File: src/rtl/cmd_issuer.sv
`timescale 1ns/1ps
// cmd_issuer
// Host-side initiator for the MD5 command protocol. Serialises one command
// into the byte stream the parser consumes (0x00, op, parameters, payload),
// then collects response bytes and the parser's completion acknowledge.
module cmd_issuer #(
    parameter int          TIMEOUT_CYCLES  = 65535,
    parameter logic [15:0] STR_LEN_DEFAULT = 16'h0098
) (
    input  logic         clk,
    input  logic         reset,
    input  logic         cmd_start,
    input  logic [2:0]   cmd_op,
    input  logic [127:0] cmd_hash,
    input  logic [15:0]  cmd_num_bytes,
    input  logic [15:0]  cmd_str_len,
    input  logic [7:0]   pl_data,
    input  logic         pl_valid,
    output logic         pl_ready,
    output logic [7:0]   tx_data,
    output logic         tx_valid,
    input  logic         tx_ready,
    input  logic [7:0]   rsp_data,
    input  logic         rsp_valid,
    input  logic         ack_in,
    input  logic         match_in,
    output logic         busy,
    output logic         done,
    output logic         match,
    output logic [15:0]  byte_pos,
    output logic [7:0]   rsp_out_data,
    output logic         rsp_out_valid,
    output logic         error
);
    localparam logic [2:0]  OP_SET     = 3'd1;
    localparam logic [2:0]  OP_PROC    = 3'd2;
    localparam logic [2:0]  OP_RET     = 3'd3;
    localparam logic [2:0]  OP_TEST    = 3'd4;
    localparam logic [2:0]  OP_STR_LEN = 3'd5;
    localparam logic [15:0] TMO_LAST   = 16'(TIMEOUT_CYCLES - 1);

    typedef enum logic [2:0] {
        S_IDLE, S_SEND_HI, S_SEND_OP, S_SEND_PARAM,
        S_SEND_PAYLOAD, S_WAIT_RSP, S_WAIT_ACK, S_FIN
    } state_t;

    state_t         state_q, state_d;
    logic [2:0]     op_q, op_d;
    logic [127:0]   param_q, param_d;     // outgoing parameter bytes, MSB first
    logic [15:0]    arg_q, arg_d;         // num_bytes for PROC, new length for STR_LEN
    logic [15:0]    str_len_q, str_len_d; // shadow of the parser's string length
    logic [3:0]     idx_q, idx_d;         // parameter byte index
    logic [15:0]    cnt_q, cnt_d;         // payload transfers or response bytes
    logic [15:0]    tmo_q, tmo_d;
    logic           busy_q, busy_d;
    logic           done_q, done_d;
    logic           error_q, error_d;
    logic           match_q, match_d;
    logic [15:0]    byte_pos_q, byte_pos_d;
    logic [7:0]     rsp_out_data_q, rsp_out_data_d;
    logic           rsp_out_valid_q, rsp_out_valid_d;

    logic           xfer_s;
    logic           abort_s;
    logic           activity_s;
    logic           waiting_s;
    logic           rsp_last_s;
    logic [3:0]     param_last_s;
    logic [15:0]    rsp_total_s;

    // Link-side drive: fixed bytes come from registers, payload passes straight through.
    always_comb begin
        tx_data  = 8'h00;
        tx_valid = 1'b0;
        pl_ready = 1'b0;
        case (state_q)
            S_SEND_HI: begin
                tx_valid = 1'b1;
                tx_data  = 8'h00;
            end
            S_SEND_OP: begin
                tx_valid = 1'b1;
                tx_data  = {5'b00000, op_q};
            end
            S_SEND_PARAM: begin
                tx_valid = 1'b1;
                tx_data  = param_q[127:120];
            end
            S_SEND_PAYLOAD: begin
                tx_valid = pl_valid;
                tx_data  = pl_data;
                pl_ready = tx_ready;
            end
            default: begin
                tx_valid = 1'b0;
                tx_data  = 8'h00;
            end
        endcase
    end

    assign xfer_s       = tx_valid & tx_ready;
    assign param_last_s = (op_q == OP_SET) ? 4'd15 : 4'd1;
    assign rsp_total_s  = (op_q == OP_RET) ? (16'd2 + (str_len_q >> 3)) : 16'd10;
    assign rsp_last_s   = rsp_valid && ((cnt_q + 16'd1) == rsp_total_s);
    assign waiting_s    = (state_q != S_IDLE) && (state_q != S_FIN);
    assign activity_s   = xfer_s | ack_in | (rsp_valid && (state_q == S_WAIT_RSP));

    // Next-state and next-output computation for the whole command sequence.
    always_comb begin
        state_d         = state_q;
        op_d            = op_q;
        param_d         = param_q;
        arg_d           = arg_q;
        str_len_d       = str_len_q;
        idx_d           = idx_q;
        cnt_d           = cnt_q;
        tmo_d           = tmo_q;
        match_d         = match_q;
        byte_pos_d      = byte_pos_q;
        rsp_out_data_d  = rsp_out_data_q;
        rsp_out_valid_d = 1'b0;
        abort_s         = 1'b0;

        case (state_q)
            S_IDLE: begin
                if (cmd_start) begin
                    op_d  = cmd_op;
                    arg_d = (cmd_op == OP_STR_LEN) ? cmd_str_len : cmd_num_bytes;
                    case (cmd_op)
                        OP_SET:     param_d = cmd_hash;
                        OP_PROC:    param_d = {cmd_num_bytes, 112'd0};
                        OP_STR_LEN: param_d = {cmd_str_len, 112'd0};
                        default:    param_d = 128'd0;
                    endcase
                    idx_d = 4'd0;
                    cnt_d = 16'd0;
                    if ((cmd_op == 3'd0) || (cmd_op == 3'd7)) begin
                        state_d = S_FIN;
                        abort_s = 1'b1;
                    end else begin
                        state_d = S_SEND_HI;
                    end
                end else begin
                    state_d = S_IDLE;
                end
            end
            S_SEND_HI: begin
                if (xfer_s) begin
                    state_d = S_SEND_OP;
                end else begin
                    state_d = S_SEND_HI;
                end
            end
            S_SEND_OP: begin
                if (xfer_s) begin
                    case (op_q)
                        OP_SET, OP_PROC, OP_STR_LEN: state_d = S_SEND_PARAM;
                        OP_RET, OP_TEST:             state_d = S_WAIT_RSP;
                        default:                     state_d = S_WAIT_ACK;
                    endcase
                end else begin
                    state_d = S_SEND_OP;
                end
            end
            S_SEND_PARAM: begin
                if (xfer_s) begin
                    param_d = {param_q[119:0], 8'h00};
                    idx_d   = idx_q + 4'd1;
                    if (idx_q == param_last_s) begin
                        idx_d = 4'd0;
                        if (op_q == OP_STR_LEN) begin
                            str_len_d = arg_q;
                        end else begin
                            str_len_d = str_len_q;
                        end
                        if ((op_q == OP_PROC) && (arg_q != 16'd0)) begin
                            state_d = S_SEND_PAYLOAD;
                        end else begin
                            state_d = S_WAIT_ACK;
                        end
                    end else begin
                        state_d = S_SEND_PARAM;
                    end
                end else begin
                    state_d = S_SEND_PARAM;
                end
            end
            S_SEND_PAYLOAD: begin
                if (xfer_s) begin
                    cnt_d = cnt_q + 16'd1;
                    if ((cnt_q + 16'd1) == arg_q) begin
                        state_d = S_WAIT_ACK;
                    end else begin
                        state_d = S_SEND_PAYLOAD;
                    end
                end else begin
                    state_d = S_SEND_PAYLOAD;
                end
            end
            S_WAIT_RSP: begin
                if (rsp_valid) begin
                    cnt_d = cnt_q + 16'd1;
                    if ((op_q == OP_RET) && (cnt_q < 16'd2)) begin
                        byte_pos_d = {byte_pos_q[7:0], rsp_data};
                    end else begin
                        rsp_out_valid_d = 1'b1;
                        rsp_out_data_d  = rsp_data;
                    end
                end else begin
                    cnt_d = cnt_q;
                end
                // A byte arriving with the ack is consumed before the ack is judged.
                if (ack_in) begin
                    state_d = S_FIN;
                    abort_s = !rsp_last_s;
                end else if (rsp_last_s) begin
                    state_d = S_WAIT_ACK;
                end else begin
                    state_d = S_WAIT_RSP;
                end
            end
            S_WAIT_ACK: begin
                if (ack_in) begin
                    state_d = S_FIN;
                    if (op_q == OP_PROC) begin
                        match_d = match_in;
                    end else begin
                        match_d = match_q;
                    end
                end else begin
                    state_d = S_WAIT_ACK;
                end
            end
            S_FIN: begin
                state_d = S_IDLE;
            end
            default: begin
                state_d = S_IDLE;
            end
        endcase

        // Watchdog: a busy state with no link activity for too long aborts the command.
        if (waiting_s) begin
            if (activity_s) begin
                tmo_d = 16'd0;
            end else if (tmo_q == TMO_LAST) begin
                tmo_d   = 16'd0;
                state_d = S_FIN;
                abort_s = 1'b1;
            end else begin
                tmo_d = tmo_q + 16'd1;
            end
        end else begin
            tmo_d = 16'd0;
        end

        busy_d  = (state_d != S_IDLE);
        done_d  = (state_d == S_FIN);
        error_d = abort_s;
    end

    // State and registered outputs; synchronous reset aborts any command silently.
    always_ff @(posedge clk) begin
        if (reset) begin
            state_q         <= S_IDLE;
            op_q            <= 3'd0;
            param_q         <= 128'd0;
            arg_q           <= 16'd0;
            str_len_q       <= STR_LEN_DEFAULT;
            idx_q           <= 4'd0;
            cnt_q           <= 16'd0;
            tmo_q           <= 16'd0;
            busy_q          <= 1'b0;
            done_q          <= 1'b0;
            error_q         <= 1'b0;
            match_q         <= 1'b0;
            byte_pos_q      <= 16'd0;
            rsp_out_data_q  <= 8'h00;
            rsp_out_valid_q <= 1'b0;
        end else begin
            state_q         <= state_d;
            op_q            <= op_d;
            param_q         <= param_d;
            arg_q           <= arg_d;
            str_len_q       <= str_len_d;
            idx_q           <= idx_d;
            cnt_q           <= cnt_d;
            tmo_q           <= tmo_d;
            busy_q          <= busy_d;
            done_q          <= done_d;
            error_q         <= error_d;
            match_q         <= match_d;
            byte_pos_q      <= byte_pos_d;
            rsp_out_data_q  <= rsp_out_data_d;
            rsp_out_valid_q <= rsp_out_valid_d;
        end
    end

    assign busy          = busy_q;
    assign done          = done_q;
    assign error         = error_q;
    assign match         = match_q;
    assign byte_pos      = byte_pos_q;
    assign rsp_out_data  = rsp_out_data_q;
    assign rsp_out_valid = rsp_out_valid_q;

endmodule

File: config.mk
export PLATFORM = sky130hd
export DESIGN_NAME = cmd_issuer
export DESIGN_NICKNAME = d
export VERILOG_FILES = /design/src/rtl/cmd_issuer.sv
export SDC_FILE = /design/constraint.sdc
export NUM_CORES = 1
export LEC_CHECK = 0
export ABC_AREA = 0
export BUFFER_PORTS_ARGS = -buffer_cell sky130_fd_sc_hd__buf_4
export CORE_MARGIN = 3
export CORE_UTILIZATION = 45
export CTS_CLUSTER_DIAMETER = 80
export DETAILED_ROUTE_END_ITERATION = 6
export PLACE_DENSITY = 0.65
export SLEW_MARGIN = 10
export SYNTH_ARGS = -nofsm -noshare
export SYNTH_HDL_FRONTEND = slang
export SYNTH_SLANG_ARGS = --single-unit
File: constraint.sdc
create_clock -name clk -period 4 [get_ports clk]
set_input_delay 0.8 -clock clk [delete_from_list [all_inputs] [get_ports clk]]
set_output_delay 0.8 -clock clk [all_outputs]
set_load 0.01 [all_outputs]
Yosys cells after proc, flatten, opt, wreduce, memory -nomap -nowiden
Index checks and enable logic that the tools add are counted.
{ "word_totals": {"reg_bits": 231, "out_inout_bits": 39, "wordCells": 122} }
{ "classes": {"add_sub_neg": 4, "n_lt_le_gt_ge": 1, "eq_ne": 26, "muxes": 43, "bitwise": 7, "reduce_logical": 26} }
{ "op_table": {"columns": ["operator", "n"], "rows": [
  ["one-hot mux 128 bit (3 select lines)", 1],
  ["two-way mux 128 bit", 2],
  ["one-hot mux 128 bit (2 select lines)", 1],
  ["two-way mux 16 bit", 4],
  ["one-hot mux 16 bit (3 select lines)", 1],
  ["adder 16 x 1 -> 16 bit (second input constant)", 2],
  ["equality test 3 bit (second input constant)", 9],
  ["two-way mux 3 bit", 9],
  ["one-hot mux 3 bit (8 select lines)", 1],
  ["one-hot mux 8 bit (3 select lines)", 1],
  ["equality test 16 x 14 -> 1 bit", 1],
  ["equality test 16 bit", 1],
  ["equality test 16 bit (second input constant)", 1],
  ["less-than comparator 16 x 2 -> 1 bit (second input constant)", 1],
  ["two-way mux 4 bit", 4],
  ["nonzero test 16 bit", 1],
  ["equality test 3 x 2 -> 1 bit (second input constant)", 5],
  ["adder 2 x 13 -> 14 bit (first input constant)", 1],
  ["two-way mux 14 bit", 1],
  ["AND reduction 3 bit", 4],
  ["two-way mux 2 bit", 5],
  ["equality test 3 x 1 -> 1 bit (second input constant)", 3],
  ["two-way mux 1 bit", 9],
  ["nonzero test 3 bit", 3],
  ["20 further kinds", 36]
]} }

Depth between registers and ports, before layout
{ "logic_depth": {"depth_word": 11, "depth_mapped": 11, "depth_no_buf": 9} }

Least setup slack after synthesis
No wires, ideal clock.
{ "synth_timing": {"path_kind": "register to register", "startpoint": "register str_len_q[4]", "endpoint": "register done_q, in the netlist done", "setup_ns": 0.087, "arrival_ns": 2.687, "required_ns": 3.913, "setup_slack_ns": 1.226, "path_stages_with_launch": 10, "period_less_slack_ns": 2.774, "path_cell_list": "dfxtp_1 > ha_1 > nand2_1 > or4_2 > a21oi_1 > xor2_1 > mux2_2 > or3_1 > o211ai_2 > nor4b_2"} }
{ "synth_via": {"elab_chain_len": 11} }
{ "synth_rtl": {"columns": ["element", "line", "text"], "rows": [
  ["start, declared", "51", "logic [15:0] str_len_q, str_len_d;"],
  ["start signal, assigned", "285", "str_len_q <= str_len_d;"],
  ["adder 2 x 13 -> 14 bit *", "103", "assign rsp_total_s = (op_q == OP_RET) ? (16'd2 + (str_len_q >> 3)) : 16'd10;"],
  ["two-way mux 14 bit *", "103", null],
  ["equality test 16 x 14 -> 1 bit *", "104", "assign rsp_last_s = rsp_valid && ((cnt_q + 16'd1) == rsp_total_s);"],
  ["logical AND 1 bit *", "104", null],
  ["two-way mux 2 bit *", "216", "end else if (rsp_last_s) begin"],
  ["two-way mux 2 bit *", "213", "if (ack_in) begin"],
  ["one-hot mux 3 bit (8 select lines) *", "124", "case (state_q)"],
  ["two-way mux 3 bit", "246", "end else if (tmo_q == TMO_LAST) begin"],
  ["two-way mux 3 bit", "244", "if (activity_s) begin"],
  ["two-way mux 3 bit *", "243", "if (waiting_s) begin"],
  ["equality test 3 bit *", "258", "done_d = (state_d == S_FIN);"],
  ["end signal, assigned", "290", "done_q <= done_d;"],
  ["end, declared", "56", "logic done_q, done_d;"]
]} }
Mark *: on every way between the ends. The rest lies on a longest branch, timed or not.
A chain may end at the register's enable or synchronous reset.

Final worst setup path
{ "layout_timing": {"startpoint": "register cnt_q[0]", "endpoint": "register done_q, in the netlist done"} }
{ "layout_via": {"elab_chain_len": 10} }
{ "layout_rtl": {"columns": ["element", "line", "text"], "rows": [
  ["start, declared", "53", "logic [15:0] cnt_q, cnt_d;"],
  ["start signal, assigned", "287", "cnt_q <= cnt_d;"],
  ["adder 16 x 1 -> 16 bit *", "104, 191", null],
  ["equality test 16 x 14 -> 1 bit", "104", null],
  ["logical AND 1 bit", "104", null],
  ["two-way mux 2 bit", "216", null],
  ["two-way mux 2 bit", "213", null],
  ["one-hot mux 3 bit (8 select lines) *", "124", null],
  ["two-way mux 3 bit", "246", null],
  ["two-way mux 3 bit", "244", null],
  ["two-way mux 3 bit *", "243", null],
  ["equality test 3 bit *", "258", null]
]} }
Marked as above.

==> metrics.txt <==
cts bufs inserted 25; fin area roughly 14000 um^2; Hold Path Depth 2; slew margin rel. 0.313; XOR/XNOR share of the synthesized area 0.0440; CP Max Fanout 8; clock root cell clkbuf_16; Worst-Skew Late Latency 0.52 ns; Synth Instances 1359; I/O Pins 226; Clock transition at path regs 0.06 ns; post-DR vias/cell 5.86; Startpoint Class register; diodes inserted 0; reg2reg path depth 9; Cell Area, Synth 11300 um^2; final setup TNS 0 ns; synthesis-stage register bit count ~230; Peak VDD IR 0.345 mV; critical path data required time 4.43 ns; final setup fails 0; Hold Path Origin param_q[113]; placed insts 1808; grt ovf 0; non-filler cells, final approximately 1.9k; combinational family with the most area after synthesis simple AND/OR/NAND/NOR gates; first-pass GRT wire length 55600 um; dpl hpwl roughly 25000 um; setup ws final 0.764 ns; Hold Vio Cnt, Final 0; drt wl/cell about 19 um; area leader, netlist dfxtp_1; worst path bufs/invs 0; Max Slew Vio Count 0; Setup CP Type register to register; final setup skew 0.0106 ns; Die ar. 27200 um^2; Cell Pwr Density 426 nW/um^2; CTS sink count 228; post-CTS resize count 0; Placed Area 13100 um^2; largest net degree at the start of global routing 113; post-CTS setup buffers 0; vias in the first global route a little over 10k; crit path cell chain ha_1 > nand3_1 > or4_1 > nor2_1 > xnor2_1 > nor4bb_1 > nand4_1 > o211ai_2 > nor4b_2; CP Capture Type register; Detailed Route Iter0 Violations about 1.0k; pre-CTS setup slack 0.732 ns; hold_buf cts 0; CTS tree built; core region area 24500 um^2; Die Y about 160 um; Starting Density 0.463; Antenna Nets Post-Route 0; Worst path top cell family by delay simple AND/OR/NAND/NOR gates; EDFF count, synth 0; Slew @ Worst Pin 1.03 ns; ranking of synthesized cells by area dfxtp_1 40%, a221oi_1 8.0%, nor2_1 6.9%; ys async rst share 0; distinct cell type count of the synthesized netlist 75; drc violations 0; Initial DRT Pass Iterations 5; GRT Total Usage 0.253; CP max stage cell or4_1; CP peak stage delay about 0.61 ns; leakage approximately 5.6 nW; Reg2Reg Setup Slack 0.76 ns; Layout area overhead 23.1%; WL final about 35000 um; Worst Hold Path EP param_q[113]; worst min path class register to register; prevailing post-synth register cell dfxtp_1; YS warnings 0; share of the synthesized area in the top cell type 0.402; maxcap violations 0; crit path time final 3.24 ns; critical path arrival approximately 3.7 ns; syn nets around 1.6k; CTS H-Tree Depth 1; Synth Area in Adders 0.00551; DR vias 10.9k; initial antenna violation count 0; achievable clock frequency 309 MHz; Commonest cells post-synth 228 x dfxtp_1, 208 x nor2_1, 120 x nor3_1, 104 x a221oi_1, 100 x nand2_1; simple-gate share of the synthesized area 0.249; # rows 57; Nets 1703; mux cell area share after synthesis 0.0548; status finished, final reports clean; GP Congestion between 0.9 and 1; post-layout util 0.569; final worst-path cycle share 0.809; r2r startpoint cnt_q[0]; worst reg2reg path endpoint done; Avg Cell Area, Syn 8.35 um^2; RSZ-0062 raised after global routing false; PortBufs 225; fraction of layout cells with a size suffix above 1 0.209; Compound-Gate Fraction of Synth Area 0.189; Die Wd 165 um; sequential-to-total area share from yosys stat 0.402; top-count cell post-synth dfxtp_1; CTS Buffer Depth 3
[placed cells by master (no fill, tap or decap), types with 21 or more instances in the layout]
cell       synthesis  layout
xnor2_1           34      34
mux2i_1           61      61
o211ai_1          34      34
nand2_1          100     100
dfxtp_1          228     228
clkbuf_16          0      25
o21ai_0           21      21
buf_4              5     244
nor3_1           120     119
nand4_1           21      21
nor2_1           208     206
xor2_1            23      23
nand3_1           33      33
a21oi_1           70      70
a221oi_1         104     104
[cell type report]
| type | count | area (um^2) |
|---|---|---|
| Clock buffer | 36 | 707 |
| Clock inverter | 9 | 128 |
| Fill cell | 2302 | 10600 |
| Inverter | 10 | 37.5 |
| Multi-Input combinational cell | 996 | 6180 |
| Sequential cell | 228 | 4560 |
| Tap cell | 324 | 405 |
| Timing Repair Buffer | 250 | 1940 |
[sequential cells by signal (all words and copies together), names as in the netlist, 4 cells and up]
name	flops
arg_q	16
byte_pos	16
cnt_q	16
idx_q	4
param_q	128
rsp_out_data	8
str_len_q	13
tmo_q	16
[where the power goes]
group	switching, W	internal, W	total, W
logic	0.000537	0.000456	0.000994
clock network	0.000926	0.00142	0.00235
registers	0.000157	0.00245	0.00261
total	0.00162	0.00433	0.00595
[worst min-delay path, stage by stage (launching register included)]
cell     delay, ns
dfxtp_1       0.31
nand2_1       0.05
a21oi_1       0.05
[routing by layer]
metal,GRT usage,vias up,wire [um]
met1,0.365,5160,16000
li1,-,5311,-
met2,0.385,313,16000
met3,0.0487,69,2390
met4,0.0701,0,985
met5,0,-,0
[worst max path at each step]
| stage | from | to | slack [ns] | depth (start not counted) |
|---|---|---|---|---|
| 3_5_place_dp | pl_valid | param_q[76] | 0.73 | 8 |
| 4_1_cts | cnt_q[0] | done | 0.83 | 9 |
| 6_report | cnt_q[0] | done | 0.76 | 9 |
| 2_1_floorplan | str_len_q[4] | done | 1.23 | 9 |
| 5_1_grt | cnt_q[0] | done | 0.47 | 9 |
| 3_3_place_gp | pl_valid | param_q[83] | 0.80 | 8 |
[cells by family (layout without fill, tap and decap cells)]
kind of cell | count (synthesis) | in the layout
adders and majority gates | 5 | 5
AOI/OAI and AO/OA | 293 | 293
DFF | 228 | 228
muxes | 62 | 62
and+or+nand+nor | 579 | 579
xor gates and xnor gates | 57 | 57
buffers and inverters | 135 | 305
[per-stage QoR]
step,hold WS [ns],power [W]
6_report,0.450,0.00595
5_1_grt,0.471,0.00622
4_1_cts,0.453,0.00599
3_5_place_dp,0.444,0.00365
3_3_place_gp,0.438,0.00363
2_1_floorplan,0.432,0.00326
No activity file was read; power rests on OpenSTA's default activity.
